[src/rtl/shift_sequencer.sv]
// shift_sequencer: round-robin front end for the shared 32-bit barrel shifter.
// Two requesters, full ARM register-specified shift semantics (8-bit amounts,
// amount 0 / 32 / >32, RRX, carry-out) resolved either directly at acceptance
// or over one or two passes through the external combinational shifter.
module shift_sequencer #(
    parameter bit FIRST_PRIO = 1'b0
) (
    input  logic        clk,
    input  logic        reset,
    input  logic        rq0_valid,
    output logic        rq0_ready,
    input  logic [31:0] rq0_value,
    input  logic [7:0]  rq0_amount,
    input  logic [1:0]  rq0_type,
    input  logic        rq0_rrx,
    input  logic        rq0_cin,
    input  logic        rq1_valid,
    output logic        rq1_ready,
    input  logic [31:0] rq1_value,
    input  logic [7:0]  rq1_amount,
    input  logic [1:0]  rq1_type,
    input  logic        rq1_rrx,
    input  logic        rq1_cin,
    output logic [4:0]  sh_shamt5,
    output logic [31:0] sh_register,
    output logic [1:0]  sh_sh,
    input  logic [31:0] sh_result,
    output logic        out_valid,
    input  logic        out_ready,
    output logic        out_id,
    output logic [31:0] out_result,
    output logic        out_carry
);

    typedef enum logic [1:0] {
        IDLE  = 2'd0,
        PASS1 = 2'd1,
        PASS2 = 2'd2,
        DONE  = 2'd3
    } state_t;

    localparam logic [1:0] SH_LSL = 2'b00;
    localparam logic [1:0] SH_LSR = 2'b01;
    localparam logic [1:0] SH_ASR = 2'b10;
    localparam logic [1:0] SH_ROR = 2'b11;

    state_t      state_q, state_d;
    logic        prio_q, prio_d;
    logic        id_q, id_d;
    logic [31:0] value_q, value_d;
    logic [4:0]  amount_q, amount_d;
    logic [1:0]  type_q, type_d;
    logic [31:0] result_q, result_d;
    logic        carry_q, carry_d;

    logic        grant0, grant1, accept;
    logic [31:0] sel_value;
    logic [7:0]  sel_amount;
    logic [1:0]  sel_type;
    logic        sel_rrx, sel_cin;

    state_t      cls_state;
    logic [31:0] cls_result;
    logic        cls_carry;

    // Round-robin grant (pointer holder wins a tie) and payload mux of the winner
    always_comb begin
        grant0     = rq0_valid && (!rq1_valid || (prio_q == 1'b0));
        grant1     = rq1_valid && (!rq0_valid || (prio_q == 1'b1));
        rq0_ready  = (state_q == IDLE) && reset && grant0;
        rq1_ready  = (state_q == IDLE) && reset && grant1;
        accept     = rq0_ready || rq1_ready;
        sel_value  = grant1 ? rq1_value  : rq0_value;
        sel_amount = grant1 ? rq1_amount : rq0_amount;
        sel_type   = grant1 ? rq1_type   : rq0_type;
        sel_rrx    = grant1 ? rq1_rrx    : rq0_rrx;
        sel_cin    = grant1 ? rq1_cin    : rq0_cin;
    end

    // Resolve ARM corner cases at acceptance; otherwise choose the pass path
    always_comb begin
        cls_state  = DONE;
        cls_result = sel_value;
        cls_carry  = sel_cin;
        if (sel_rrx) begin
            cls_result = {sel_cin, sel_value[31:1]};
            cls_carry  = sel_value[0];
        end else if (sel_amount != 8'd0) begin
            case (sel_type)
                SH_LSL: begin
                    if (sel_amount == 8'd32) begin
                        cls_result = '0;
                        cls_carry  = sel_value[0];
                    end else if (sel_amount > 8'd32) begin
                        cls_result = '0;
                        cls_carry  = 1'b0;
                    end else begin
                        cls_state = PASS1;
                    end
                end
                SH_LSR: begin
                    if (sel_amount == 8'd32) begin
                        cls_result = '0;
                        cls_carry  = sel_value[31];
                    end else if (sel_amount > 8'd32) begin
                        cls_result = '0;
                        cls_carry  = 1'b0;
                    end else begin
                        cls_state = PASS1;
                    end
                end
                SH_ASR: begin
                    if (sel_amount >= 8'd32) begin
                        cls_result = {32{sel_value[31]}};
                        cls_carry  = sel_value[31];
                    end else begin
                        cls_state = PASS1;
                    end
                end
                default: begin
                    if (sel_amount[4:0] == 5'd0) begin
                        cls_carry = sel_value[31];
                    end else begin
                        cls_state = PASS2;
                    end
                end
            endcase
        end
    end

    // Next state, shifter drive (carry pass by n-1, then result pass by n) and capture
    always_comb begin
        state_d     = state_q;
        prio_d      = prio_q;
        id_d        = id_q;
        value_d     = value_q;
        amount_d    = amount_q;
        type_d      = type_q;
        result_d    = result_q;
        carry_d     = carry_q;
        sh_shamt5   = '0;
        sh_register = '0;
        sh_sh       = '0;
        case (state_q)
            IDLE: begin
                if (accept) begin
                    id_d     = grant1;
                    prio_d   = ~grant1;
                    value_d  = sel_value;
                    amount_d = sel_amount[4:0];
                    type_d   = sel_type;
                    result_d = cls_result;
                    carry_d  = cls_carry;
                    state_d  = cls_state;
                end
            end
            PASS1: begin
                sh_shamt5   = amount_q - 5'd1;
                sh_register = value_q;
                sh_sh       = type_q;
                carry_d     = (type_q == SH_LSL) ? sh_result[31] : sh_result[0];
                state_d     = PASS2;
            end
            PASS2: begin
                sh_shamt5   = amount_q;
                sh_register = value_q;
                sh_sh       = type_q;
                result_d    = sh_result;
                if (type_q == SH_ROR) begin
                    carry_d = sh_result[31];
                end
                state_d     = DONE;
            end
            DONE: begin
                if (out_ready) begin
                    state_d = IDLE;
                end
            end
            default: begin
                state_d = IDLE;
            end
        endcase
    end

    // State and request registers; reset abandons any request in flight
    always_ff @(posedge clk or negedge reset) begin
        if (!reset) begin
            state_q  <= IDLE;
            prio_q   <= FIRST_PRIO;
            id_q     <= 1'b0;
            value_q  <= '0;
            amount_q <= '0;
            type_q   <= '0;
            result_q <= '0;
            carry_q  <= 1'b0;
        end else begin
            state_q  <= state_d;
            prio_q   <= prio_d;
            id_q     <= id_d;
            value_q  <= value_d;
            amount_q <= amount_d;
            type_q   <= type_d;
            result_q <= result_d;
            carry_q  <= carry_d;
        end
    end

    // Result port is driven only while a result is being offered
    always_comb begin
        out_valid  = (state_q == DONE);
        out_id     = out_valid && id_q;
        out_result = out_valid ? result_q : '0;
        out_carry  = out_valid && carry_q;
    end

endmodule

[config.mk]
export PLATFORM = sky130hd
export DESIGN_NAME = shift_sequencer
export DESIGN_NICKNAME = d
export VERILOG_FILES = /design/src/rtl/shift_sequencer.sv
export SDC_FILE = /design/constraint.sdc
export NUM_CORES = 1
export LEC_CHECK = 0
export CORE_AREA = 2 2 96 121
export CTS_BUF_LIST = sky130_fd_sc_hd__clkbuf_4 sky130_fd_sc_hd__clkbuf_8 sky130_fd_sc_hd__clkbuf_16
export CTS_CLUSTER_SIZE = 24
export DETAILED_ROUTE_END_ITERATION = 10
export DIE_AREA = 0 0 98 123
export GPL_ROUTABILITY_DRIVEN = 0
export PLACE_DENSITY = 0.82
export SLEW_MARGIN = 0
export SYNTH_ARGS = -nofsm -noshare
export SYNTH_HDL_FRONTEND = slang
export SYNTH_SLANG_ARGS = --single-unit
[constraint.sdc]
create_clock -name clk -period 3.4 [get_ports clk]
set_input_delay 0.68 -clock clk [delete_from_list [all_inputs] [get_ports clk]]
set_output_delay 0.68 -clock clk [all_outputs]
set_load 0.02 [all_outputs]
==> out/metrics.yaml <==
status:
  status: "complete, no violations"
drt:
  ant_nets: 0
  drt-wirelength-per-cell_um: 17.9
  firstDrtPassIters: 6
  routed_wl_mm: 16.9
  drtIter0Drc: 454
  vias: 5494
  drc: 0
  viasPerCell: 5.80
global_routing:
  grt_max_degree: 81
  track_usage_pct: 27.8
  grt_pass1_vias: 5496
  grt_overflow_total: 0
  grt_pass1_wl_mm: 26.8
  antenna_found_initial: 1
cts:
  clk_latency_ns: 0.33
  cts_resized: 0
  hold_buffers: 0
  post_cts_buffers: 0
  cts-root-buf: "clkbuf_16"
  clk_pin_slew_ns: 0.07
  clock-sinks: 76
  htreeDepth: 3
  cts_made_buffers: 9
  cts_tree: "built"
  cts_max_path_buffers: 2
timing:
  setup_tns_ns: 0
  finalHoldWorstSlack_ns: 0.137
  setup_viol: 0
  max_slew.worst_pin.slew_ns: 0.950
  fin_skew_ns: 0.0111
  relSlewSlack_pct: 36.7
  timing.final.crit_share_pct: 90.9
  rsz0062_at_grt: "no"
  finalHoldViolations: 0
  max_freq_mhz: 324
  period_needed_ns: 3.09
  slew_viol_final: 0
synth:
  synth_area_per_cell_um2: 8.12
  synth_area_leaders: "dfrtp_1 37%, and2_1 8.7%, nand2_1 8.3%"
  synth_top_cell_by_area: "dfrtp_1"
  ys.flop_type: "dfrtp_1"
  yosys_warnings: 0
  synth-seq-cells: 76
  synth_common_cells: "113 x nand2_1, 76 x dfrtp_1, 71 x and2_1"
  synth_top_area_share_pct: 37.4
  syn_area_um2: 5090
  syn_inst: 627
  synth.most_common_cell: "nand2_1"
  async_flop_share_pct: 100
  synthesis.nets: 758
  synth_edf_count: 0
  ys_types: 50
  seq_area_frac_synth_pct: 37.4
worst_setup_path:
  cp_num_buf_inv: 3
  crit_family: "buffers and inverters"
  startpoint: "state_q[1]"
  cp.required_ns: 2.72
  r2r-start: "state_q[1]"
  cp_cell_sequence: "inv_1 > ha_1 > inv_1 > o21ai_0 > nand2_1 > o21ai_0 > and2_1 > clkdlybuf4s50_1"
  critPathMaxFanout: 6
  crit_slowest_cell: "clkdlybuf4s50_1"
  crit_path_start_kind: "flop"
  end_kind: "output port"
  crit_type: "flop to output port"
  slowest_delay_ns: 0.60
  arrival_ns: 2.41
floorplanning:
  rows: 43
  fp.coreArea_um2: 10900
  die_x_um: 98
  dieArea_um2: 12100
  io_pins: 201
  start_util_pct: 46.6
  die_h_um: 123
placement:
  place_hpwl_mm: 12.4
  dp_cells: 931
  placed_area_um2: 7220
  numPortBuffers: 200
power_and_ir_drop:
  power_mw: 5.94
  peakVddDrop_mv: 0.565
  leakage_nw: 3.27
  power_density_nw_per_um2: 790
cells_and_area:
  area_growth_pct: 47.6
  fin_cells: 947
  fillCellCount: 879
  stdcell_area_um2: 7510
  layout.nets: 938
  drive_above_1_share_pct: 7.15
flow_run:
  maxCapViolations: 0
worst_hold_path:
  hold_class: "input port to asynchronous set/reset pin"
## final cells by class
class	count	area [um^2]	area share, %
multi-input combinational	493	2950	39.3
timing repair buffer	216	2160	28.7
sequential	76	1900	25.3
clock buffer	9	225	3.00
tap	135	169	2.25
clock inverter	6	63.8	0.849
inverter	11	41.3	0.550
antenna	1	2.50	0.0333
## metrics by stage
stage          setup WS, ns  util (%)
4_1_cts               0.339      68.8
3_3_place_gp          0.492      66.1
2_1_floorplan          1.08         -
3_5_place_dp          0.434      66.1
5_1_grt               0.211      68.8
6_report              0.310      68.8
## registers in the layout, summed over array words and instances (netlist names)
register / count
carry_q: 1
value_q: 32
id_q: 1
amount_q: 5
prio_q: 1
state_q: 2
result_q: 32
type_q: 2
## cell usage in the layout, fill, tap and decap left out, types with 3 or more instances in the layout
master and count:
mux2_2 7, mux2i_1 40, ha_1 5, buf_4 14, buf_12 3, o22ai_1 5
o21ai_0 46, and2_1 71, nand3b_1 3, o211ai_2 10, a22oi_1 3, nand3_1 65
o211ai_1 20, a31oi_1 3, a311oi_1 3, nor3_1 6, nor2b_1 3, nand2_1 113
a21oi_1 10, clkdlybuf4s50_1 199, inv_1 11, clkbuf_16 9, nor2_1 43, nand4_1 4
dfrtp_1 76
## final timing paths
kind	end	cells after the start	slack (ns)
setup reg to reg	result_q[1]	8	0.92
min in group clk	value_q[4]	2	0.48
hold reg to reg	value_q[4]	2	0.48
max in group asynchronous	result_q[20]	2	2.12
setup / recovery	sh_shamt5[2]	8	0.31
hold / removal	prio_q	1	0.14
## logic make-up after synthesis
| family | Yosys count | share of synthesized area, % |
|---|---|---|
| buffers and inverters | 58 | 5.14 |
| multiplexers | 49 | 9.91 |
| flip-flops | 76 | 37.4 |
| AO/OA/AOI/OAI | 112 | 15.0 |
| XOR/XNOR | 2 | 0.344 |
| AND/OR/NAND/NOR | 324 | 30.8 |
| adder cells (fa/ha/maj) | 6 | 1.47 |
## power breakdown
part           total, mW  leakage (nW)  switching [mW]  internal [mW]
combinational       3.49          2.17            1.97           1.52
clock              0.944         0.138           0.380          0.564
sequential          1.50         0.963           0.216           1.29
total               5.94          3.27            2.56           3.37
## layer usage
metal  global-route usage, %  share of wire [%]
met1                    31.8                 35
met2                    50.0                 52
met3                    5.26                7.8
met4                    13.6                4.9
met5                       0                  0
No activity file was read; power rests on OpenSTA's default activity.
